**src/rtl/dcim_pkg.sv**
```systemverilog
// Shared constants, FSM state type and sign/zero-extension helper for the DCIM output path.
package dcim_pkg;

  localparam int unsigned DEF_IN_W  = 13;
  localparam int unsigned DEF_BITS  = 8;
  localparam int unsigned EXT_MAX_W = 64;

  typedef enum logic [1:0] {IDLE, ACC, DONE} state_t;

  // Extend the low w bits of x: replicate bit w-1 when sus = 1, zero-fill otherwise.
  function automatic logic [EXT_MAX_W-1:0] ext_w(input logic [EXT_MAX_W-1:0] x,
                                                 input int unsigned          w,
                                                 input logic                 sus);
    logic [EXT_MAX_W-1:0] mask;
    logic                 sb;
    mask = ~({EXT_MAX_W{1'b1}} << w);
    sb   = sus & ((x & ~(mask >> 1)) != '0);
    return (x & mask) | ({EXT_MAX_W{sb}} & ~mask);
  endfunction

endpackage

```
**src/rtl/dcim_plane_ext.sv**
```systemverilog
// Widens one adder-tree partial sum to accumulator width, optionally negated (signed MSB plane).
module dcim_plane_ext
  import dcim_pkg::*;
#(
  parameter int unsigned IN_W  = DEF_IN_W,
  parameter int unsigned OUT_W = DEF_IN_W + DEF_BITS
) (
  input  logic [IN_W-1:0]  data,
  input  logic             sus,
  input  logic             neg,
  output logic [OUT_W-1:0] plane_c
);

  logic [OUT_W-1:0] ext;

  always_comb begin
    ext     = OUT_W'(ext_w(EXT_MAX_W'(data), IN_W, sus));
    plane_c = neg ? OUT_W'(-ext) : ext;
  end

endmodule

```
**src/rtl/dcim_shift_acc.sv**
```systemverilog
// Bit-serial shift-accumulator folding MSB-first activation bit-planes into a full MAC result.
// Optional: define DCIM_SHACC_RELU_EN to clamp negative signed results to zero.
module dcim_shift_acc
  import dcim_pkg::*;
#(
  parameter int unsigned IN_W = DEF_IN_W,
  parameter int unsigned BITS = DEF_BITS
) (
  input  logic                 clk,
  input  logic                 rst_n,
  input  logic                 sus,
  input  logic                 in_valid,
  output logic                 in_ready,
  input  logic [IN_W-1:0]      in_data,
  output logic                 out_valid,
  input  logic                 out_ready,
  output logic [IN_W+BITS-1:0] out_data,
  output logic                 out_sus
);

  localparam int unsigned OUT_W = IN_W + BITS;
  localparam int unsigned CNT_W = $clog2(BITS + 1);

  state_t           state;
  logic [CNT_W-1:0] cnt;
  logic [OUT_W-1:0] acc;
  logic             sus_q;

  logic             take_c;
  logic             first_c;
  logic             last_c;
  logic [OUT_W-1:0] plane_c;
  logic [OUT_W-1:0] acc_next_c;
  logic [OUT_W-1:0] result_c;

  assign in_ready = ~out_valid | out_ready;
  assign take_c   = in_valid & in_ready;
  // Any accepted plane outside ACC starts a new frame (IDLE, or DONE while the result drains).
  assign first_c  = (state != ACC);
  assign last_c   = (cnt == CNT_W'(BITS - 1));

  dcim_plane_ext #(
    .IN_W  (IN_W),
    .OUT_W (OUT_W)
  ) u_plane_ext (
    .data    (in_data),
    .sus     (first_c ? sus : sus_q),
    .neg     (first_c & sus),
    .plane_c (plane_c)
  );

  always_comb begin
    acc_next_c = first_c ? plane_c : OUT_W'((acc << 1) + plane_c);
`ifdef DCIM_SHACC_RELU_EN
    result_c   = (sus_q & acc_next_c[OUT_W-1]) ? '0 : acc_next_c;
`else
    result_c   = acc_next_c;
`endif
  end

  // Frame FSM, plane counter, accumulator and registered result.
  always_ff @(posedge clk or negedge rst_n) begin
    if (!rst_n) begin
      state     <= IDLE;
      cnt       <= '0;
      acc       <= '0;
      sus_q     <= 1'b0;
      out_valid <= 1'b0;
      out_data  <= '0;
      out_sus   <= 1'b0;
    end else begin
      case (state)
        IDLE: begin
          if (take_c) begin
            sus_q <= sus;
            acc   <= acc_next_c;
            cnt   <= CNT_W'(1);
            state <= ACC;
          end
        end
        ACC: begin
          if (take_c) begin
            acc <= acc_next_c;
            if (last_c) begin
              cnt       <= '0;
              out_valid <= 1'b1;
              out_data  <= result_c;
              out_sus   <= sus_q;
              state     <= DONE;
            end else begin
              cnt <= cnt + 1'b1;
            end
          end
        end
        DONE: begin
          if (out_ready) begin
            out_valid <= 1'b0;
            if (take_c) begin
              sus_q <= sus;
              acc   <= acc_next_c;
              cnt   <= CNT_W'(1);
              state <= ACC;
            end else begin
              state <= IDLE;
            end
          end
        end
        default: state <= IDLE;
      endcase
    end
  end

endmodule

```
**config.mk**
```make
export PLATFORM = sky130hd
export DESIGN_NAME = dcim_shift_acc
export DESIGN_NICKNAME = d
export VERILOG_FILES = /design/src/rtl/dcim_pkg.sv /design/src/rtl/dcim_plane_ext.sv /design/src/rtl/dcim_shift_acc.sv
export SDC_FILE = /design/constraint.sdc
export NUM_CORES = 1
export LEC_CHECK = 0
export CORE_UTILIZATION = 25
export DETAILED_ROUTE_END_ITERATION = 8
export PLACE_DENSITY_LB_ADDON = 0.25
export SLEW_MARGIN = 20
export SYNTH_ARGS = -nofsm -noshare
export SYNTH_HDL_FRONTEND = slang
export SYNTH_HIERARCHICAL = 1
export SYNTH_SLANG_ARGS = --single-unit
export TNS_END_PERCENT = 10
```
**constraint.sdc**
```tcl
create_clock -name clk -period 4.15 [get_ports clk]
set_input_delay 0.83 -clock clk [delete_from_list [all_inputs] [get_ports clk]]
set_output_delay 0.83 -clock clk [all_outputs]
set_load 0.005 [all_outputs]
```
==> results.sh <==
export IMPL_status="finished clean"
export IMPL_irDropWorstVdd_mv=0.252
export IMPL_synth_nets=464
export IMPL_ys_seq_area_share_pct=34.6
export IMPL_dieHeight_um=122
export IMPL_synth_seq_cells=50
export IMPL_place_congestion=0.847
export IMPL_clockBufferDepth=2
export IMPL_coreArea_sq_um=14000
export IMPL_ant_nets=0
export IMPL_p_int_mw=2.23
export IMPL_viasPerCell=4.79
export IMPL_finalClockSkew_ns=0.00699
export IMPL_dr_pass1_iters=4
export IMPL_fillCellCount=1501
export IMPL_grt_max_degree=27
export IMPL_max_cap_viol_count=0
export IMPL_cts_buffers=5
export IMPL_path_clk_slew_ns=0.07
export IMPL_clkSinkCount=50
export IMPL_drt_iter0_drc=158
export IMPL_rsz0062_at_grt="yes"
export IMPL_cp_slowest_cell="or3b_2"
export IMPL_seqCellArea_sq_um=1250
export IMPL_area_growth_pct=32.0
export IMPL_clockRootBuffer="clkbuf_16"
export IMPL_combPwrFrac_pct=67.1
export IMPL_wire_per_inst_um=14.9
export IMPL_fmaxAchievable_mhz=254
export IMPL_use_met3_pct=2.32
export IMPL_nNetsFinal=548
export IMPL_insertedDiodeCount=0
export IMPL_cp_cell_sequence="clkdlybuf4s50_1 > inv_1 > ha_1 > or3b_2 > o41ai_2 > xnor2_1 > ha_1 > a21oi_1 > buf_4 > o32ai_1 > nor2_1 > a21oi_1 > mux2i_1 > nand2_1"
export IMPL_cts_hold_buffers_added=0
export IMPL_synth_ff_type="dfrtp_1"
export IMPL_utilization_pct=34.1
export IMPL_cp_start_kind="input port"
export IMPL_crit_family="compound AO/OA/AOI/OAI gates"
export IMPL_die_area_sq_um=14900
export IMPL_hold_viol_final=0
export IMPL_met2_usage_pct=24.1
export IMPL_worstPathMaxFanout=5
export IMPL_finalCriticalPeriod_ns=3.94
export IMPL_io_buffers=41
export IMPL_io_pins=42
export IMPL_powerDensity_nw_per_um2=830
export IMPL_num_vias=3302
export IMPL_slowest_delay_ns=0.56
export IMPL_drive_above_1_share_pct=16.7
export IMPL_avgSynthCellArea_sq_um=8.53
export IMPL_dp_slack_ns=-0.191
export IMPL_p_switching_mw=1.73
export IMPL_maxSlewViolCount=0
export IMPL_pwr_share_seq_pct=20.9
export IMPL_grt_overflow=0
export IMPL_drt_wl_total_um=10300
export IMPL_finalCritPeriodShare_pct=95.0
export IMPL_tightest_slew_ns=0.988
export IMPL_hold_class="reg -> reg"
export IMPL_holdWs_ns=0.480
export IMPL_worstSkewPairLatency_ns=0.30
export IMPL_cts_tree="done"
export IMPL_globalRouteTotalUtil_pct=14.7
export IMPL_grt_pass1_wl_um=17100
export IMPL_cts_setup_buffers=0
export IMPL_drc=0
export IMPL_leakage_nw=2.11
export IMPL_path_class="in -> reg"
export IMPL_grt_pass1_vias=3362
export IMPL_ys_types=62
export IMPL_clockPowerShare_pct=11.9
export IMPL_busiest_layer="met2"
export IMPL_synth_edf_count=0
export IMPL_start_util_pct=25.8
export IMPL_setup_viol=0
export IMPL_rows=43
export IMPL_relSlewSlack_pct=34.0
export IMPL_die_x_um=122
export IMPL_syn_instance_count=424
export IMPL_synth_area_sq_um=3610
export IMPL_antenna_found_initial=0
export IMPL_final_setup_worst_slack_ns=0.208
export IMPL_synth_warnings=6
export IMPL_async_flop_share_pct=100
export IMPL_p_sw_share_pct=43.8
export IMPL_dp_hpwl_um=8140
export IMPL_htree_num_levels=2
export IMPL_power_total_mw=3.96
export IMPL_multi_input_area_sq_um=2250
export IMPL_crit_required_ns=4.33
export IMPL_worst_setup_path_end_kind="flop"
export IMPL_grt_util_met1_pct=20.2
export IMPL_path_buf_inv=3
export IMPL_worstPathArrival_ns=4.12
==> area by class of cell <==
type	count	share of cell area (%)
Tap cell	180	4.72
Sequential cell	50	26.2
Timing Repair Buffer	95	17.3
Inverter	14	1.10
Clock buffer	5	2.62
Multi-Input combinational cell	342	47.2
Clock inverter	3	0.839
==> path summary, 6_finish.rpt <==
| check | to | slack [ns] | depth (start not counted) | startpoint |
|---|---|---|---|---|
| max in group asynchronous | acc[14] | 2.83 | 2 | rst_n |
| min | out_data[17] | 0.48 | 2 | out_data[17] |
| min in group asynchronous | out_data[2] | 0.52 | 1 | rst_n |
| max reg2reg | out_data[20] | 0.87 | 13 | state[1] |
| min reg2reg | out_data[17] | 0.48 | 2 | out_data[17] |
| max | acc[17] | 0.21 | 14 | in_data[1] |
==> through the flow <==
step	setup TNS [ns]	cell area, sq um	std cells
after global routing	-0.0265	4770	689
after global placement	-0.883	4580	681
final	0	4770	689
after floorplan	0	3610	424
after detailed placement	-1.08	4580	681
after CTS	0	4740	689
==> worst reg2reg max path: stages (launching register included) <==
cell      delay, ns
dfrtp_1        0.43
nand2b_1       0.17
and2_1         0.27
a21o_1         0.22
xor2_1         0.14
nand2_1        0.14
o21ai_0        0.20
ha_1           0.38
a21oi_1        0.23
o211ai_1       0.14
nand2_1        0.14
nand3_2        0.09
or3_1          0.37
a32o_1         0.25
==> layout by cell type (no fill, tap or decap), types with 7 or more instances in the layout <==
| cell type | netlist | final |
|---|---|---|
| a21oi_1 | 27 | 27 |
| and3_1 | 7 | 7 |
| buf_4 | 1 | 53 |
| clkdlybuf4s50_1 | 0 | 40 |
| dfrtp_1 | 50 | 50 |
| ha_1 | 21 | 21 |
| inv_1 | 13 | 13 |
| mux2i_1 | 8 | 8 |
| nand2_1 | 71 | 71 |
| nand2b_1 | 8 | 8 |
| nand3_1 | 10 | 10 |
| nor2_1 | 24 | 24 |
| nor3_1 | 9 | 9 |
| o21ai_0 | 23 | 23 |
| o21ai_1 | 26 | 26 |
| o221ai_1 | 7 | 7 |
| xnor2_1 | 19 | 18 |
| xor2_1 | 8 | 8 |
==> timing repair <==
action | in CTS | in global routing
resized for setup | 0 | 4
endpoints found under the hold margin | 0 | 0
endpoints found under the setup margin | 0 | 9
==> logic make-up after synthesis <==
logic type / Yosys count / share of synthesized area (%)
buffers and inverters: 32 / 3.81
DFF: 50 / 34.6
xor gates and xnor gates: 27 / 6.54
muxes: 13 / 3.77
and+or+nand+nor: 157 / 21.0
adders and majority gates: 22 / 7.82
AOI/OAI and AO/OA: 123 / 22.5
==> state kept, by name, summed over array words and instances (netlist names) <==
name	cells
acc	20
cnt	4
out_data	21
out_sus	1
out_valid	1
state	2
sus_q	1
==> power by group through the flow <==
stage | Combinational [mW] | Clock [mW] | Sequential, mW
final | 2.66 | 0.472 | 0.829
after global routing | 2.97 | 0.505 | 0.860
after CTS | 2.65 | 0.491 | 0.835
after detailed placement | 2.63 | 0 | 0.844
after global placement | 2.61 | 0 | 0.839
after floorplan | 1.64 | 0 | 0.812
==> cells in the mapped netlist (all sizes together) (6+ instances only) <==
| cell | instances | area, sq um |
|---|---|---|
| and3 | 7 | 43.8 |
| nand2 | 71 | 267 |
| nand2b | 8 | 50.1 |
| xnor2 | 19 | 166 |
| nor3 | 10 | 61.3 |
| buf | 7 | 43.8 |
| nand3 | 11 | 60.1 |
| a21oi | 29 | 160 |
| and2 | 6 | 37.5 |
| xor2 | 8 | 70.1 |
| dfrtp | 50 | 1250 |
| clkbuf | 11 | 41.3 |
| inv | 14 | 52.6 |
| o21ai | 49 | 245 |
| o221ai | 7 | 61.3 |
| ha | 21 | 263 |
| nor2 | 24 | 90.1 |
| mux2i | 8 | 80.1 |
==> layer usage <==
metal	routed length [um]	share of wire [%]
met5	0	0
met4	92	0.90
met2	4710	46
met1	5150	50
met3	295	2.9
(Power assumes the default switching activity.)
